$ cat config.mk
export PLATFORM = sky130hd
export DESIGN_NAME = mem_arbiter
export DESIGN_NICKNAME = d
export VERILOG_FILES = /design/src/rtl/mem_arbiter.sv
export SDC_FILE = /design/constraint.sdc
export NUM_CORES = 1
export LEC_CHECK = 0
export ABC_AREA = 1
export ABC_CLOCK_PERIOD_IN_PS = 1140
export CORE_ASPECT_RATIO = 0.7
export CORE_MARGIN = 2
export CORE_UTILIZATION = 35
export CTS_CLUSTER_DIAMETER = 100
export DETAILED_ROUTE_END_ITERATION = 8
export PLACE_DENSITY_LB_ADDON = 0.05
export SYNTH_ARGS = -nofsm -noshare
export SYNTH_HDL_FRONTEND = slang
export SYNTH_SLANG_ARGS = --single-unit
$ cat constraint.sdc
create_clock -name clk -period 1.14 [get_ports clk]
set_input_delay 0.285 -clock clk [delete_from_list [all_inputs] [get_ports clk]]
set_output_delay 0.285 -clock clk [all_outputs]
set_load 0.05 [all_outputs]
$ cat src/rtl/mem_arbiter.sv
// mem_arbiter: two-requester arbiter for the shared 16-bit address / 8-bit data
// memory bus. Requester 0 is the CPU and requester 1 is the front-panel loader.
// Each access is granted, held for WAIT_CYCLES+1 strobe cycles, and then ends
// with a one-cycle done pulse. When both requesters ask, they alternate.
//
// Ports
//   clk, rst                      clock and synchronous active-high reset
//   hold                          blocks new grants (an in-flight access still finishes)
//   req0/we0/addr0/wdata0         CPU request; we/addr/wdata are sampled at grant
//   req1/we1/addr1/wdata1         loader request, with the same rules
//   gnt0, gnt1                    owner of the bus, in ACCESS and DONE
//   done0, done1                  one-cycle completion pulse
//   rdata                         last read data; held until the next read completes
//   mem_addr, mem_wdata           memory address and write data; hold their values between accesses
//   mem_rd, mem_wr                memory strobes, high only in ACCESS
//   mem_rdata                     data returned by memory
//   busy                          high whenever the FSM is not IDLE
//
// state  | meaning
// IDLE   | no access; a grant is evaluated here only
// ACCESS | strobe active, wait counter running down
// DONE   | completion pulse to the owner, strobes low
module mem_arbiter #(
   parameter int WAIT_CYCLES = 1
) (
   input  logic        clk,
   input  logic        rst,
   input  logic        hold,
   input  logic        req0,
   input  logic        we0,
   input  logic [15:0] addr0,
   input  logic [7:0]  wdata0,
   input  logic        req1,
   input  logic        we1,
   input  logic [15:0] addr1,
   input  logic [7:0]  wdata1,
   output logic        gnt0,
   output logic        gnt1,
   output logic        done0,
   output logic        done1,
   output logic [7:0]  rdata,
   output logic [15:0] mem_addr,
   output logic [7:0]  mem_wdata,
   output logic        mem_rd,
   output logic        mem_wr,
   input  logic [7:0]  mem_rdata,
   output logic        busy
);

   typedef enum logic [1:0] {
      ST_IDLE   = 2'd0,
      ST_ACCESS = 2'd1,
      ST_DONE   = 2'd2
   } state_t;

   state_t      state;
   state_t      state_nxt;
   logic        last;
   logic        owner;
   logic        lat_we;
   logic [3:0]  cnt;
   logic        grant_ok;
   logic        winner;

   always_ff @(posedge clk) begin
      if (rst) begin
         state <= ST_IDLE;
      end else begin
         state <= state_nxt;
      end
   end

   always_comb begin
      state_nxt = state;
      grant_ok  = 1'b0;
      winner    = 1'b0;
      case (state)
         ST_IDLE: begin
            if (!hold && (req0 || req1)) begin
               grant_ok  = 1'b1;
               // Under contention, the requester that did not win last time wins now.
               winner    = (req0 && req1) ? ~last : req1;
               state_nxt = ST_ACCESS;
            end
         end
         ST_ACCESS: begin
            if (cnt == 4'd0) begin
               state_nxt = ST_DONE;
            end
         end
         ST_DONE: begin
            state_nxt = ST_IDLE;
         end
         default: begin
            state_nxt = ST_IDLE;
         end
      endcase
   end

   // mem_addr and mem_wdata are loaded at grant. This makes them the latched
   // request registers, and they naturally hold their value between accesses.
   always_ff @(posedge clk) begin
      if (rst) begin
         last      <= 1'b1;
         owner     <= 1'b0;
         lat_we    <= 1'b0;
         cnt       <= 4'd0;
         mem_addr  <= 16'h0000;
         mem_wdata <= 8'h00;
         rdata     <= 8'h00;
      end else begin
         if (grant_ok) begin
            last      <= winner;
            owner     <= winner;
            lat_we    <= winner ? we1 : we0;
            mem_addr  <= winner ? addr1 : addr0;
            mem_wdata <= winner ? wdata1 : wdata0;
            cnt       <= 4'(WAIT_CYCLES);
         end else if (state == ST_ACCESS) begin
            if (cnt != 4'd0) begin
               cnt <= cnt - 4'd1;
            end else if (!lat_we) begin
               rdata <= mem_rdata;
            end
         end
      end
   end

   always_comb begin
      busy   = (state != ST_IDLE);
      gnt0   = busy && !owner;
      gnt1   = busy && owner;
      done0  = (state == ST_DONE) && !owner;
      done1  = (state == ST_DONE) && owner;
      mem_rd = (state == ST_ACCESS) && !lat_we;
      mem_wr = (state == ST_ACCESS) && lat_we;
   end

endmodule

==> results by group, run 1 <==
Min path
  – HP Start: mem_addr[9]
  – Worst Hold Path EP: mem_addr[9]
  – WHS Path Cells: 2
  – Min-Delay Path Class: reg -> reg

STA
  – Period utilisation layout: 126%
  – Worst hold margin: 0.472 ns
  – Slew Limit Fails: 0
  – Min cycle time layout: between 1 and 1.5 ns
  – Least-Margin Pin Slew: 0.220 ns
  – Setup WS post-layout: -0.293 ns
  – Worst Clk Skew: roughly 0.0032 ns
  – Hold Violations, Final: 0
  – Worst slew margin: 85.3%
  – TNS Setup: -8.45 ns
  – # setup viols final: 47
  – RSZ-0062 raised after global routing: true
  – Highest Clock Rate: 0.698 GHz

Die
  – Initial Util: 36.7%
  – Die Width: 93.2 um
  – Cell Rows: 22
  – Core area: about 5300 um2
  – DIE HEIGHT: 66.4 um
  – Die Area: between 6000 and 7000 um2
  – I/O pin count: 102

Clocking
  – CTS Sinks: 41
  – Latest clock arrival within the worst-skew pair: just under 0.3 ns
  – H-tree depth: 2
  – CTS clk-pin slew, worst paths: 0.08 ns
  – CTS tree: built
  – Clock Tree Buf Depth: 2
  – Num CTS Buffers: 5
  – Root Driver: clkbuf_8

Setup path
  – FF-to-FF path depth: 8
  – Highest net fanout along the worst path: 4
  – Critical Path AT: between 1 and 1.5 ns
  – WS Path Type: reg -> out
  – R2r startpoint: state[1]
  – FF-to-FF End: mem_wdata[6]
  – FF-to-FF setup slack: -0.24 ns
  – Startpoint Class: register
  – Worst endpoint required time: roughly 0.85 ns
  – Worst setup EP type: primary output

Logic synthesis
  – Post-synthesis cell type count: 20
  – Top-area cell type share of the netlist area: 42.1%
  – Synth top area cells: dfxtp_1 (42%), nand2_1 (25%), nor2_1 (8.1%), inv_1 (4.6%), o21bai_1 (3.1%)
  – Syn Std Cell Area: 1950 um2
  – Syn Area/Cell: 6.50 um2
  – Net Count, Synth: 364
  – Sequential fraction of the synthesis area: 42.1%
  – Yosys synthesis warning count: 0
  – Post-synth top area cell: dfxtp_1
  – Register bit total from synthesis: 41
  – Synthesized instance count: 300

Outcome
  – Failing checks: setup timing
  – Status: finished, violations left

Global routing
  – Initial antenna violation count: 0
  – GRT overflow: 0
  – All-layer global routing usage: 21.5%
  – Largest net degree at the start of global routing: 20
  – Global-route wire length before repair: between 10,000 and 15,000 um
  – Vias in the first global route: 2,282

Finish
  – Layout cell share with drive strength beyond 1: between 40% and 50%
  – Layout Cells excl Fill: roughly 500
  – Area delta synth->final: 117%
  – # diodes: 0
  – Final core utilization: 79.7%
  – Final nets: 493

Power and ir drop
  – Lkg Pwr: between 1.5 and 2 nW
  – PwrDens: 1100 nW/um2
  – Peak supply drop: between 0.6 and 0.7 mV

Detailed routing
  – Residual DRC: 0
  – Routed Antenna Nets: 0
  – Pre-antenna DRT Iters: 4
  – WL final: slightly below 7000 um
  – Initial DRC Count: about 110
  – Total number of vias: 2,340
  – Drt wl/cell: 13.5 um
  – Via-per-instance ratio: between 4 and 5

Place
  – Post-DP HPWL: 4460 um
  – Gpl congestion: between 0.7 and 0.8
  – Inst Count DP: 486
  – Pre-CTS WS: -0.472 ns
  – Buffers added on ports: between 100 and 150

Job
  – Max Cap Violations: 0
registers in the layout, summed over array words and instances, names as in the netlist:
signal and count:
cnt 4, lat_we 1, mem_addr 16, state 2, rdata 8, mem_wdata 8, owner 1, last 1
synth_stat cells (all sizes together):
master / count
xor2: 1
nor2: 45
o21bai: 8
ha: 1
o21ai: 9
nor3: 3
a21oi: 6
inv: 27
buf: 10
nand3: 11
nand2: 130
dfxtp: 41
or2: 8
metrics by stage:
step	total power [mW]	area [um2]
floorplan	2.49	2020
finish	4.66	4240
CTS	4.54	4010
global route	4.90	4240
global placement	3.38	3630
detailed placement	3.41	3630
where the power goes:
| part | leakage (nW) | switching (mW) | internal [mW] |
|---|---|---|---|
| sequential | 0.346 | 0.122 | 1.56 |
| clock | 0.0395 | 0.489 | 0.436 |
| combinational | 1.50 | 1.05 | 1.00 |
| total | 1.89 | 1.66 | 3.00 |
timing repair:
action,in CTS,in global routing
gates resized for setup,65,71
pin swaps,44,19
buffers inserted,6,0
setup endpoints to repair,47,67
hold buffers,0,0
cloned,3,0
worst max-delay path, stage by stage (launching register included):
cell,delay [ns]
dfxtp_4,0.38
buf_4,0.12
nand2_4,0.07
nor2_4,0.14
buf_12,0.15
metal layers:
metal  GRT usage, %  wire [um]
met1           26.3       2810
met3           6.96        560
met2           36.2       3340
met5              0          0
met4           6.80         69
cells by family (layout without fill, tap and decap cells):
| group | Yosys count | in the layout | share of synthesized area [%] |
|---|---|---|---|
| xor gates and xnor gates | 1 | 1 | 0.449 |
| and+or+nand+nor | 197 | 198 | 41.7 |
| DFF | 41 | 41 | 42.1 |
| adders and majority gates | 1 | 1 | 0.642 |
| buffers and inverters | 37 | 166 | 8.22 |
| AOI/OAI and AO/OA | 23 | 23 | 6.93 |
layout by cell type, fill, tap and decap left out:
master,n
nor2_1,28
nor2_2,6
nand2_4,11
inv_8,2
nand3_4,1
dfxtp_1,17
a21oi_4,1
inv_4,3
ha_2,1
a21oi_2,4
buf_12,40
nand2_1,97
buf_4,14
nand3_2,7
o21bai_1,6
o21ai_2,8
nor2_4,11
clkbuf_1,3
o21bai_4,2
or2_2,8
buf_6,11
dfxtp_4,2
nor3_1,1
nand3_1,3
nand2_8,2
nand2_2,21
buf_16,1
inv_2,2
clkbuf_16,1
clkdlybuf4s50_1,62
a21oi_1,1
buf_8,2
xor2_1,1
nor3_4,2
o21ai_1,1
dfxtp_2,22
clkbuf_8,5
inv_1,20
final cells by class:
cell class	count	area, um2
Timing Repair Buffer	131	1730
Sequential cell	41	856
Tap cell	72	90.1
Clock buffer	8	80.1
Multi-Input combinational cell	223	1350
Inverter	27	124
Fill cell	377	1080
how the worst max path moves through the flow:
stage / from / to / slack (ns) / cells past startpoint
2_1_floorplan: owner / done1 / -0.11 / 2
3_3_place_gp: req0 / mem_addr[2] / -0.45 / 7
3_5_place_dp: req1 / mem_wdata[7] / -0.47 / 6
4_1_cts: state[0] / mem_rd / -0.28 / 4
5_1_grt: state[1] / mem_wdata[6] / -0.32 / 8
6_report: state[0] / mem_rd / -0.29 / 4
Note: power is estimated with default switching activity, not from simulation.
==> run 2: changes to the inputs <==
--- a/config.mk
+++ b/config.mk
@@ -13,6 +13,7 @@
 export CTS_CLUSTER_DIAMETER = 100
 export DETAILED_ROUTE_END_ITERATION = 8
 export PLACE_DENSITY_LB_ADDON = 0.05
+export SLEW_MARGIN = 0
 export SYNTH_ARGS = -nofsm -noshare
 export SYNTH_HDL_FRONTEND = slang
 export SYNTH_SLANG_ARGS = --single-unit
==> results of run 2 <==
The final DEF is identical to that of run 1; final timing and power are the same.
